`src/rtl/hamming_secded_decoder.sv`:
```
// hamming_secded_decoder
//   Program engine that walks NUM_WORDS 16-bit SECDED codewords stored as
//   byte pairs starting at SRC_BASE. For each word it corrects a single-bit
//   error, flags a double-bit error, and writes the 11-bit message plus a
//   2-bit status flag back as a byte pair starting at DST_BASE.
//   Each word takes five states: RD_LO, RD_HI, DECODE, WR_LO, WR_HI.
//
//   Optional build macro: SECDED_STATS_EN
//     Adds the single_cnt / double_cnt outputs. Both are saturating 4-bit
//     counters of corrected and uncorrectable words. They clear on reset and
//     on every accepted req.
//
//   Codeword layout (bit 15..0):
//     d11 d10 d9 d8 d7 d6 d5 p8 d4 d3 d2 p4 d1 p2 p1 p0
//   Bit n (1..15) is Hamming position n. Bit 0 is the overall parity.

module hamming_secded_decoder #(
  parameter int NUM_WORDS = 15,
  parameter int SRC_BASE  = 30,
  parameter int DST_BASE  = 0,
  parameter int ADDR_W    = 8
) (
  input  logic              clock,
  input  logic              reset_n,
  input  logic              req,
  output logic              ack,
  output logic [ADDR_W-1:0] mem_addr,
  input  logic [7:0]        mem_rd_data,
  output logic [7:0]        mem_wr_data,
  output logic              mem_wr_en
`ifdef SECDED_STATS_EN
  ,
  output logic [3:0]        single_cnt,
  output logic [3:0]        double_cnt
`endif
);

  localparam int                IDX_W    = (NUM_WORDS > 1) ? $clog2(NUM_WORDS) : 1;
  localparam logic [IDX_W-1:0]  LAST_IDX = IDX_W'(NUM_WORDS - 1);
  localparam logic [ADDR_W-1:0] SRC_A    = ADDR_W'(SRC_BASE);
  localparam logic [ADDR_W-1:0] DST_A    = ADDR_W'(DST_BASE);

  localparam logic [1:0] FLAG_CLEAN  = 2'b00;
  localparam logic [1:0] FLAG_SINGLE = 2'b01;
  localparam logic [1:0] FLAG_DOUBLE = 2'b10;

  typedef enum logic [2:0] {
    IDLE,
    RD_LO,
    RD_HI,
    DECODE,
    WR_LO,
    WR_HI,
    DONE
  } state_t;

  // XOR of the positions of all set bits among positions 1..15.
  function automatic logic [3:0] calc_syndrome(input logic [15:0] cw);
    logic [3:0] s;
    s = 4'd0;
    for (int n = 1; n < 16; n++) begin
      if (cw[n]) s = s ^ 4'(n);
    end
    return s;
  endfunction

  // Status flag from syndrome and overall parity. Odd parity means one bit
  // flipped (possibly p0 itself). Even parity with a non-zero syndrome means
  // two bits flipped.
  function automatic logic [1:0] classify(input logic [3:0] s, input logic p);
    logic [1:0] f;
    if (p)              f = FLAG_SINGLE;
    else if (s != 4'd0) f = FLAG_DOUBLE;
    else                f = FLAG_CLEAN;
    return f;
  endfunction

  // Flip the bit named by the syndrome, but only for a single error.
  // A p0-only error (s == 0) leaves the payload untouched.
  function automatic logic [15:0] correct(input logic [15:0] cw,
                                          input logic [3:0]  s,
                                          input logic        p);
    logic [15:0] fixed;
    fixed = cw;
    if (p && (s != 4'd0)) fixed[s] = ~cw[s];
    return fixed;
  endfunction

  // Gather d11..d1 from their Hamming positions.
  function automatic logic [10:0] extract(input logic [15:0] cw);
    return {cw[15], cw[14], cw[13], cw[12], cw[11], cw[10], cw[9],
            cw[7],  cw[6],  cw[5],  cw[3]};
  endfunction

  // Saturating 4-bit increment for the statistics counters.
  function automatic logic [3:0] sat_inc4(input logic [3:0] v);
    return (v == 4'hF) ? v : v + 4'd1;
  endfunction

  state_t            state_q, state_d;
  logic [IDX_W-1:0]  idx_q, idx_d;
  logic              ack_q, ack_d;
  logic [7:0]        cw_lo_q, cw_lo_d;
  logic [7:0]        cw_hi_q, cw_hi_d;
  logic [7:0]        res_lo_q, res_lo_d;
  logic [7:0]        res_hi_q, res_hi_d;

  logic [15:0]       cw_w;
  logic [3:0]        syn_w;
  logic              par_w;
  logic [1:0]        flag_w;
  logic [15:0]       fixed_w;
  logic [10:0]       data_w;
  logic [ADDR_W-1:0] offs_w;
  logic              accept_w;

  assign cw_w     = {cw_hi_q, cw_lo_q};
  assign syn_w    = calc_syndrome(cw_w);
  assign par_w    = ^cw_w;
  assign flag_w   = classify(syn_w, par_w);
  assign fixed_w  = correct(cw_w, syn_w, par_w);
  assign data_w   = extract(fixed_w);
  assign offs_w   = ADDR_W'({idx_q, 1'b0});
  assign accept_w = (state_q == IDLE) && req;

  assign ack = ack_q;

  // State register; an asynchronous reset aborts any run immediately.
  always_ff @(posedge clock or negedge reset_n) begin
    if (!reset_n) state_q <= IDLE;
    else          state_q <= state_d;
  end

  // Control and datapath registers: word index, ack, fetched bytes, result.
  always_ff @(posedge clock or negedge reset_n) begin
    if (!reset_n) begin
      idx_q    <= '0;
      ack_q    <= 1'b0;
      cw_lo_q  <= 8'h00;
      cw_hi_q  <= 8'h00;
      res_lo_q <= 8'h00;
      res_hi_q <= 8'h00;
    end else begin
      idx_q    <= idx_d;
      ack_q    <= ack_d;
      cw_lo_q  <= cw_lo_d;
      cw_hi_q  <= cw_hi_d;
      res_lo_q <= res_lo_d;
      res_hi_q <= res_hi_d;
    end
  end

  // Next-state logic and memory port drive for the per-word sequence.
  always_comb begin
    state_d     = state_q;
    idx_d       = idx_q;
    ack_d       = ack_q;
    cw_lo_d     = cw_lo_q;
    cw_hi_d     = cw_hi_q;
    res_lo_d    = res_lo_q;
    res_hi_d    = res_hi_q;
    mem_addr    = '0;
    mem_wr_data = 8'h00;
    mem_wr_en   = 1'b0;

    unique case (state_q)
      IDLE: begin
        if (req) begin
          state_d = RD_LO;
          idx_d   = '0;
          ack_d   = 1'b0;
        end
      end
      RD_LO: begin
        mem_addr = SRC_A + offs_w;
        cw_lo_d  = mem_rd_data;
        state_d  = RD_HI;
      end
      RD_HI: begin
        mem_addr = SRC_A + offs_w + ADDR_W'(1);
        cw_hi_d  = mem_rd_data;
        state_d  = DECODE;
      end
      DECODE: begin
        res_lo_d = data_w[7:0];
        res_hi_d = {flag_w, 3'b000, data_w[10:8]};
        state_d  = WR_LO;
      end
      WR_LO: begin
        mem_addr    = DST_A + offs_w;
        mem_wr_en   = 1'b1;
        mem_wr_data = res_lo_q;
        state_d     = WR_HI;
      end
      WR_HI: begin
        mem_addr    = DST_A + offs_w + ADDR_W'(1);
        mem_wr_en   = 1'b1;
        mem_wr_data = res_hi_q;
        if (idx_q == LAST_IDX) begin
          state_d = DONE;
          ack_d   = 1'b1;
        end else begin
          idx_d   = idx_q + 1'b1;
          state_d = RD_LO;
        end
      end
      DONE: begin
        ack_d   = 1'b1;
        state_d = IDLE;
      end
      default: begin
        state_d = IDLE;
      end
    endcase
  end

`ifdef SECDED_STATS_EN
  logic [3:0] single_q, single_d;
  logic [3:0] double_q, double_d;

  assign single_cnt = single_q;
  assign double_cnt = double_q;

  // Error statistics: cleared on a new run, bumped once per decoded word.
  always_comb begin
    single_d = single_q;
    double_d = double_q;
    if (accept_w) begin
      single_d = 4'd0;
      double_d = 4'd0;
    end else if (state_q == DECODE) begin
      if (flag_w == FLAG_SINGLE) single_d = sat_inc4(single_q);
      if (flag_w == FLAG_DOUBLE) double_d = sat_inc4(double_q);
    end
  end

  // Statistics counter registers.
  always_ff @(posedge clock or negedge reset_n) begin
    if (!reset_n) begin
      single_q <= 4'd0;
      double_q <= 4'd0;
    end else begin
      single_q <= single_d;
      double_q <= double_d;
    end
  end
`else
  // Without the statistics option these signals have no consumer.
  logic unused_stats_w;
  assign unused_stats_w = accept_w ^ (^sat_inc4(4'd0));
`endif

endmodule
```
`config.mk`:
```
export PLATFORM = sky130hd
export DESIGN_NAME = hamming_secded_decoder
export DESIGN_NICKNAME = d
export VERILOG_FILES = /design/src/rtl/hamming_secded_decoder.sv
export SDC_FILE = /design/constraint.sdc
export NUM_CORES = 1
export LEC_CHECK = 0
export CAP_MARGIN = 30
export CORE_ASPECT_RATIO = 0.5
export CORE_UTILIZATION = 25
export CTS_BUF_LIST = sky130_fd_sc_hd__clkbuf_4 sky130_fd_sc_hd__clkbuf_8
export CTS_CLUSTER_SIZE = 30
export DETAILED_ROUTE_END_ITERATION = 8
export GPL_ROUTABILITY_DRIVEN = 0
export SETUP_SLACK_MARGIN = 0.1
export SYNTH_ARGS = -nofsm -noshare
export SYNTH_HDL_FRONTEND = slang
export SYNTH_SLANG_ARGS = --single-unit
```
`constraint.sdc`:
```
create_clock -name clock -period 3.3 [get_ports clock]
set_input_delay 0.66 -clock clock [delete_from_list [all_inputs] [get_ports clock]]
set_output_delay 0.66 -clock clock [all_outputs]
set_load 0.01 [all_outputs]
```
==> out/qor.csv, run 1 <==
metric,value,unit
drt_iter0_markers,114,
synth-compound-area-share,13.7,%
path_class,flip-flop to output pin,
fmax,350,MHz
die_w,147,um
dp_hpwl,4570,um
cap_violations,0,
rsz0062_at_grt,no,
h-tree-depth,2,
syn_to_final_growth,15.8,%
rr_startpoint,cw_lo_q[7],
hold_class,input port to asynchronous set/reset pin,
tns,0,ns
finalSetupViolCount,0,
final_cell_mix,"dfrtp_1, nor2_1, clkdlybuf4s50_1, xnor2_1, nand2_1",
tightest_slew,0.979,ns
fin_crit_sh,86.6,%
postSynthCellCount,287,
ctsResizeCount,0,
required,2.64,ns
wirelength,6040,um
numPortBuffers,26,
synth.distinct_cells,54,
drive_gt1_share,13.8,%
cts_tree,done,
synth_seq_cells,37,
yosysWarnings,0,
synth_xor_xnor_area_share,13.3,%
cts_setup_buffers,0,
clock_sinks,37,
critPathLaunchType,flip-flop,
numCtsBuffers,5,
start_util,25.7,%
async_flop_share,100,%
drc,0,
grt_pass1_vias,2038,
ys.flop_type,dfrtp_1,
timing.max_slew.rel_slack,34.3,%
clockRootBuffer,clkbuf_8,
synth.area.mux_share,11.0,%
final_antenna_net_count,0,
route.vias.total,2080,
fin_crit,2.86,ns
syn_area_per_cell,9.16,um^2
synth_top_family_by_area,simple AND/OR/NAND/NOR gates,
grt_pass1_wl,10500,um
end_kind,output pin,
clkTransAtPathRegs,0.09,ns
path_max_fanout,7,
antenna_found_initial,0,
syn_area,2630,um^2
viasPerCell,4.68,
grt_usage,12.1,%
gr-total-overflow,0,
dp.cells,436,
finalHoldViolations,0,
ios,29,
synth_edf_count,0,
slew_violations,0,
reg2reg_slack,0.58,ns
status,"finished, final reports clean",
final_common_cell,dfrtp_1,
rows,26,
grt_max_degree,38,
num_antenna_cells,0,
final_nets,317,
timing.rr.end,res_hi_q[1],
reg2regPathDepth,7,
synthAdderAreaFrac,2.19,%
arrival,2.20,ns
clkLatencyLatePin,0.30,ns
dieArea,11000,um^2
core_area,10200,um^2
finalNonFillerCells,444,
synth_simple_gate_area_share,18.1,%
clock_skew,0.0113,ns
die_h,74.5,um
cts_hold_buf,0,
wire_per_inst,13.6,um
ys_seq_area_share,35.2,%
drtPass1Iterations,4,
clk_path_buf_depth,2,
kinds of logic (layout without fill, tap and decap cells):
family,after synthesis,count (layout)
AND/OR/NAND/NOR,99,99
other,1,2
AO/OA/AOI/OAI,54,54
flip-flops,37,37
XOR/XNOR,34,34
adder cells (fa/ha/maj),5,5
multiplexers,27,27
buffers and inverters,30,46
per-layer routing:
metal | vias up | part of all wire [%] | track usage [%]
met5 | - | 0 | 0
li1 | 1031 | - | -
met4 | 0 | 1.5 | 4.01
met2 | 31 | 45 | 20.1
met3 | 10 | 3.5 | 2.58
met1 | 1008 | 50 | 15.9
through the flow:
stage | setup WS (ns) | hold slack [ns] | util [%] | area, um^2
6_report | 0.442 | 0.475 | 29.8 | 3050
5_1_grt | 0.285 | 0.516 | 29.8 | 3050
4_1_cts | 0.424 | 0.491 | 29.8 | 3050
3_5_place_dp | 0.613 | 0.471 | 29.0 | 2960
3_3_place_gp | 0.594 | 0.471 | 29.0 | 2960
2_1_floorplan | 0.874 | 0.364 | - | 2630
state kept, by name, indices dropped and copies added (netlist names):
name	count
ack	1
cw_hi_q	8
state_q	3
res_hi_q	5
cw_lo_q	8
res_lo_q	8
idx_q	4
critical path: stages (launching register included):
cell,delay (ns)
dfrtp_1,0.47
inv_1,0.13
ha_1,0.25
xor2_1,0.14
nand2_1,0.07
o31a_1,0.12
o32ai_1,0.12
clkdlybuf4s50_1,0.60
final cells by class:
class	count	area, um^2
Clock inverter	3	17.5
Tap cell	140	175
Sequential cell	37	926
Inverter	8	30.0
Multi-Input combinational cell	221	1540
Timing Repair Buffer	30	285
Clock buffer	5	68.8
Fill cell	1094	7170
synth_stat cells, drive strengths merged (2+ instances only):
library cell  number  area [um^2]
nand2             21         78.8
ha                 3         37.5
dfrtp             37          926
o32ai              4         35.0
nor3               9         50.1
buf               12         96.3
xnor2             26          258
a31oi              4         25.0
o21ai             16         80.1
maj3               2         20.0
or3                4         25.0
nand2b             3         18.8
nor2b              2         12.5
nor3b              4         30.0
a221oi             3         26.3
o221ai             2         17.5
a21oi              9         45.0
nor2              35          131
mux2i             11          110
inv                8         30.0
nand4              2         12.5
o41ai              3         26.3
mux2              16          180
nand3              7         35.0
o31ai              2         15.0
or2                3         18.8
xor2               7         68.8
and2               7         47.6
clkbuf            10         38.8
how the worst max path moves through the flow:
stage | slack (ns) | cells after the start | endpoint | from
global route | 0.28 | 7 | mem_addr[3] | idx_q[0]
detailed placement | 0.61 | 7 | res_hi_q[1] | cw_lo_q[7]
finish | 0.44 | 7 | mem_addr[3] | idx_q[0]
global placement | 0.59 | 7 | res_hi_q[1] | cw_lo_q[7]
CTS | 0.42 | 7 | mem_addr[3] | idx_q[0]
floorplan | 0.87 | 9 | res_lo_q[4] | cw_lo_q[7]
Power of run 1 is not shown: default switching activity piles up to over one toggle a cycle in this logic, so the estimate is an artifact.
==> inputs of run 2 (changes only) <==
- RECOVER_POWER: not set -> 25
- SLEW_MARGIN: not set -> 10
==> out/qor.csv, run 2 (synthesis gave the netlist of run 1 again) <==
metric,value,unit,change
dp.cells,436,,unchanged
path_class,flip-flop to output pin,,
drt_iter0_markers,127,,+11%
clockRootBuffer,clkbuf_8,,
rows,26,,unchanged
end_kind,output pin,,
slew_violations,35,,+35
route.vias.total,2103,,+1.1%
stdcell_area,3060,um^2,+0.33%
timing.max_slew.rel_slack,-27.4,%,-62 points
drc,0,,unchanged
start_util,25.7,%,unchanged
cts_tree,done,,
die_h,74.5,um,unchanged
final_antenna_net_count,0,,unchanged
tightest_slew,1.91,ns,+0.933 ns
syn_to_final_growth,16.2,%,
cap_violations,1,,+1
drive_gt1_share,13.7,%,-0.090 points
multi_input_area,1540,um^2,unchanged
seq_area,926,um^2,unchanged
grt_max_degree,38,,unchanged
final_nets,319,,+0.63%
finalSetupViolCount,0,,unchanged
numPortBuffers,26,,unchanged
rsz0062_at_grt,no,,
hold_class,input port to asynchronous set/reset pin,,
met1_usage,15.9,%,unchanged
path_max_fanout,7,,unchanged
antenna_found_initial,0,,unchanged
cts_hold_buf,0,,unchanged
wirelength,6110,um,+1.2%
fillers,1093,,-0.091%
busiest_layer,met2,,
final_cell_mix,"dfrtp_1, nor2_1, clkdlybuf4s50_1, xnor2_1, nand2_1",,
grt_pass1_vias,2038,,unchanged
h-tree-depth,2,,unchanged
die_w,147,um,unchanged
clock_sinks,37,,unchanged
final_common_cell,dfrtp_1,,
num_antenna_cells,0,,unchanged
clock_skew,0.0126,ns,+0.00127 ns
grt_usage,12.1,%,unchanged
clkLatencyLatePin,0.30,ns,about the same
finalNonFillerCells,446,,+0.45%
numCtsBuffers,5,,unchanged
core_area,10200,um^2,unchanged
status,finished with violations,,
required,2.64,ns,about the same
viasPerCell,4.72,,+0.65%
use_met3,2.58,%,unchanged
dp_hpwl,4570,um,unchanged
top_regs,"cw_hi_q: 8 flops, cw_lo_q: 8 flops, res_lo_q: 8 flops",,
gr-total-overflow,0,,unchanged
placed_area,2960,um^2,unchanged
tns,0,ns,unchanged
drtPass1Iterations,4,,unchanged
wire_per_inst,13.7,um,+0.77%
cts_setup_buffers,0,,unchanged
fin_crit_sh,86.7,%,about the same
fmax,350,MHz,about the same
critPathLaunchType,flip-flop,,
grt_use_met2,20.1,%,unchanged
clkTransAtPathRegs,0.09,ns,about the same
violations,"max-capacitance violations, max-slew violations",,
ctsResizeCount,0,,unchanged
grt_pass1_wl,10500,um,unchanged
final_util,29.9,%,+0.098 points
clk_path_buf_depth,2,,unchanged
dieArea,11000,um^2,unchanged
arrival,2.20,ns,about the same
ios,29,,unchanged
finalHoldViolations,0,,unchanged
fin_crit,2.86,ns,+0.00247 ns
## run 2: cell count changes in the layout (fill, tap and decap cells not counted), sizes merged
cell	change
buf	-1
clkbuf	+3
## run 2: metrics by stage
stage | setup WS [ns] | hold WS (ns)
2_1_floorplan | 0.874 | 0.364
3_3_place_gp | 0.594 | 0.471
3_5_place_dp | 0.613 | 0.471
4_1_cts | 0.424 | 0.491
5_1_grt | 0.285 | 0.182
6_report | 0.440 | 0.176
## run 2: worst max-delay path: stages (launching register included)
cell and delay (ns):
dfrtp_1 0.48, inv_1 0.13, ha_1 0.25, xor2_1 0.14, nand2_1 0.07, o31a_1 0.12, o32ai_1 0.12, clkdlybuf4s50_1 0.60
## run 2: worst paths after layout
kind | startpoint | endpoint | slack [ns] | cells after the start
worst max-delay path | idx_q[0] | mem_addr[3] | 0.44 | 7
min in group clock | res_hi_q[7] | res_hi_q[7] | 0.49 | 2
worst max register to register | cw_lo_q[7] | res_hi_q[1] | 0.59 | 7
worst min register to register | res_hi_q[7] | res_hi_q[7] | 0.49 | 2
max in group asynchronous | reset_n | cw_lo_q[1] | 1.05 | 2
worst min-delay path | reset_n | res_hi_q[1] | 0.18 | 1
## run 2: cell type report
type / count / area share, %
sequential: 37 / 30.3
timing repair buffer: 32 / 9.66
clock buffer: 5 / 2.25
inverter: 8 / 0.983
clock inverter: 3 / 0.573
tap: 140 / 5.73
multi-input combinational: 221 / 50.5
## run 2: routing by layer
metal	share of wire (%)	routed length [um]
met4	1.5	91
met5	0	0
met1	50	3050
met3	3.3	204
met2	45	2770
Power of run 2 is left out for the same reason.
==> RTL change, RTL diff (flow settings as in run 2) <==
`ADDR_W`: 8 -> 7.
--- a/src/rtl/hamming_secded_decoder.sv
+++ b/src/rtl/hamming_secded_decoder.sv
@@ -19,5 +19,5 @@
   parameter int SRC_BASE  = 30,
   parameter int DST_BASE  = 0,
-  parameter int ADDR_W    = 8
+  parameter int ADDR_W    = 7
 ) (
   input  logic              clock,
Ports: changed (resized mem_addr); port bits go from 29 to 28. No check against the original RTL was run, so the function may have changed too.
==> RTL change against run 2 <==
- routed wire length fell by 1.5%
- non-clock buffer count fell by 3
- worst setup slack got worse by 0.10 ns
- largest cell class unchanged
- clock skew fell by 0.0051 ns
- highest routed layer unchanged
- cell count fell by 2.0%
- cell area fell by 0.98%
- synthesized area fell by 0.29%
- hold slack improved by 0.18 ns
- sequential cell count did not move
Power is left out: the tool's default activity adds up to more than one toggle a clock period on the data nets, which glitch-free logic cannot reach.
==> RTL change: results (changes against run 2) <==
* Status: complete, no violations
* XOR/XNOR Fraction of Synth Area at 0.134 (+0.000381)
* Fraction of the yosys area taken by sequential cells at 0.353 (+0.00101)
* Yosys cell types at 54 (unchanged)
* Vias in the first global route at 1937 (-5.0%)
* Worst Path Max Fanout at 17 (+10)
* Ys Warns at 0 (unchanged)
* Critical path's slowest cell: dfrtp_1
* Compound-Gate Fraction of Synth Area at 0.138 (+0.000394)
* Initial antenna violation count at 0 (unchanged)
* Clock Root Buffer: clkbuf_8
* Syn Nets at 300
* Placed inst area at 2930 µm² (-0.85%)
* CP delay by family, top: buffers and inverters
* Worst EP arrival at 2.30 ns (+0.10 ns)
* Deepest clock path buffer count at 2 (unchanged)
* Largest net degree at the start of global routing at 38 (unchanged)
* Post-DP HPWL at 4520 µm (-1.2%)
* Met1 Resource Use GR at 0.168 (+0.00891)
* Mux cell area share after synthesis at 0.111 (+0.000316)
* Num CTS Buffers at 5 (unchanged)
* First-pass GRT wire length at 10100 µm (-3.5%)
* DRC marker count from the first detailed-route iteration at 88 (-31%)
* Clock-pin slew on the worst setup and hold paths at 0.08 ns
* H-tree depth at 2 (unchanged)
* Final Skew at 0.00750 ns (-0.00506 ns)
* Layout cells sized above 1 at 0.132 (-0.00480)
* Largest regs: cw_hi_q: 8 flops, cw_lo_q: 8 flops, res_lo_q: 8 flops
* Met2 Use GR at 0.180 (-0.0206)
* Antenna cells at 0 (unchanged)
* Ys flop type: dfrtp_1
* Drt total wl at 6020 µm (-1.5%)
* # Post-CTS Setup Buffers at 0 (unchanged)
* Drt first pass iters at 4 (unchanged)
* Final nets at 315 (-1.3%)
* Commonest cells in the netlist: dfrtp_1, nor2_1, xnor2_1, nand2_1
* Gr usage total at 0.118 (-0.00267)
* Adder-Cell Fraction of Synth Area at 0.0219 (+0.0000626)
* Via density at 4.70 (-0.32%)
* Skew-Pair Late Insertion Delay at ~0.29 ns
* Met3 usage at 0.0264 (+0.000613)
* Worst-Margin Slew at 1.41 ns (-0.504 ns)
* Top post-synthesis cells by area: dfrtp_1, xnor2_1, mux2_2
* Synth async-reset ratio at 1.00 (unchanged)
* Fillers at 1035 (-5.3%)
* HP Class: input port to async pin
* Max incr delay on CP at 0.67 ns (+0.07 ns)
* Port Buf Inserts at 26 (unchanged)
## RTL change: cell types whose count changed in the layout (fill, tap and decap cells not counted), sizes merged
cell	run 2	this run
buf	4	2
conb	2	1
clkinvlp	1	0
## RTL change: final cells by class
cell class / count / area [µm²] / area share
inverter: 8 / 30.0 / 0.00993
timing repair buffer: 29 / 273 / 0.0902
multi-input combinational: 220 / 1540 / 0.510
clock buffer: 6 / 76.3 / 0.0252
clock inverter: 2 / 10.0 / 0.00331
tap: 135 / 169 / 0.0558
sequential: 37 / 926 / 0.306
## RTL change: final timing paths
| path | start | to | slack (ns) | cells after the start |
|---|---|---|---|---|
| setup / recovery | state_q[2] | mem_addr[0] | 0.34 | 5 |
| hold reg to reg | res_hi_q[7] | res_hi_q[7] | 0.50 | 2 |
| setup reg to reg | cw_lo_q[7] | res_lo_q[4] | 0.60 | 7 |
| max in group asynchronous | reset_n | idx_q[2] | 1.22 | 2 |
| min in group clock | res_hi_q[7] | res_hi_q[7] | 0.50 | 2 |
| hold / removal | reset_n | cw_lo_q[5] | 0.36 | 1 |
## RTL change: logic make-up after synthesis
logic type,after synthesis
XOR/XNOR,34
adder cells (fa/ha/maj),5
other,1
buffers and inverters,29
flip-flops,37
AO/OA/AOI/OAI,54
AND/OR/NAND/NOR,99
multiplexers,27
## RTL change: timing repair
item,CTS,global route
endpoints found under the hold margin,0,0
endpoints found under the setup margin,0,1
gates resized for setup,0,1
## RTL change: metrics by stage
step,utilization,instances,setup slack (ns)
global placement,0.299,428,0.502
finish,0.308,437,0.338
global route,0.308,437,0.133
CTS,0.308,436,0.134
detailed placement,0.299,428,0.464
floorplan,-,286,0.874
## RTL change: metal layers
metal  wire, µm  part of all wire  up-vias
met1       3230              0.54      993
met2       2510              0.42       28
li1           -                 -     1028
met4         63             0.010        0
met3        212             0.035        5
met5          0                 0        -
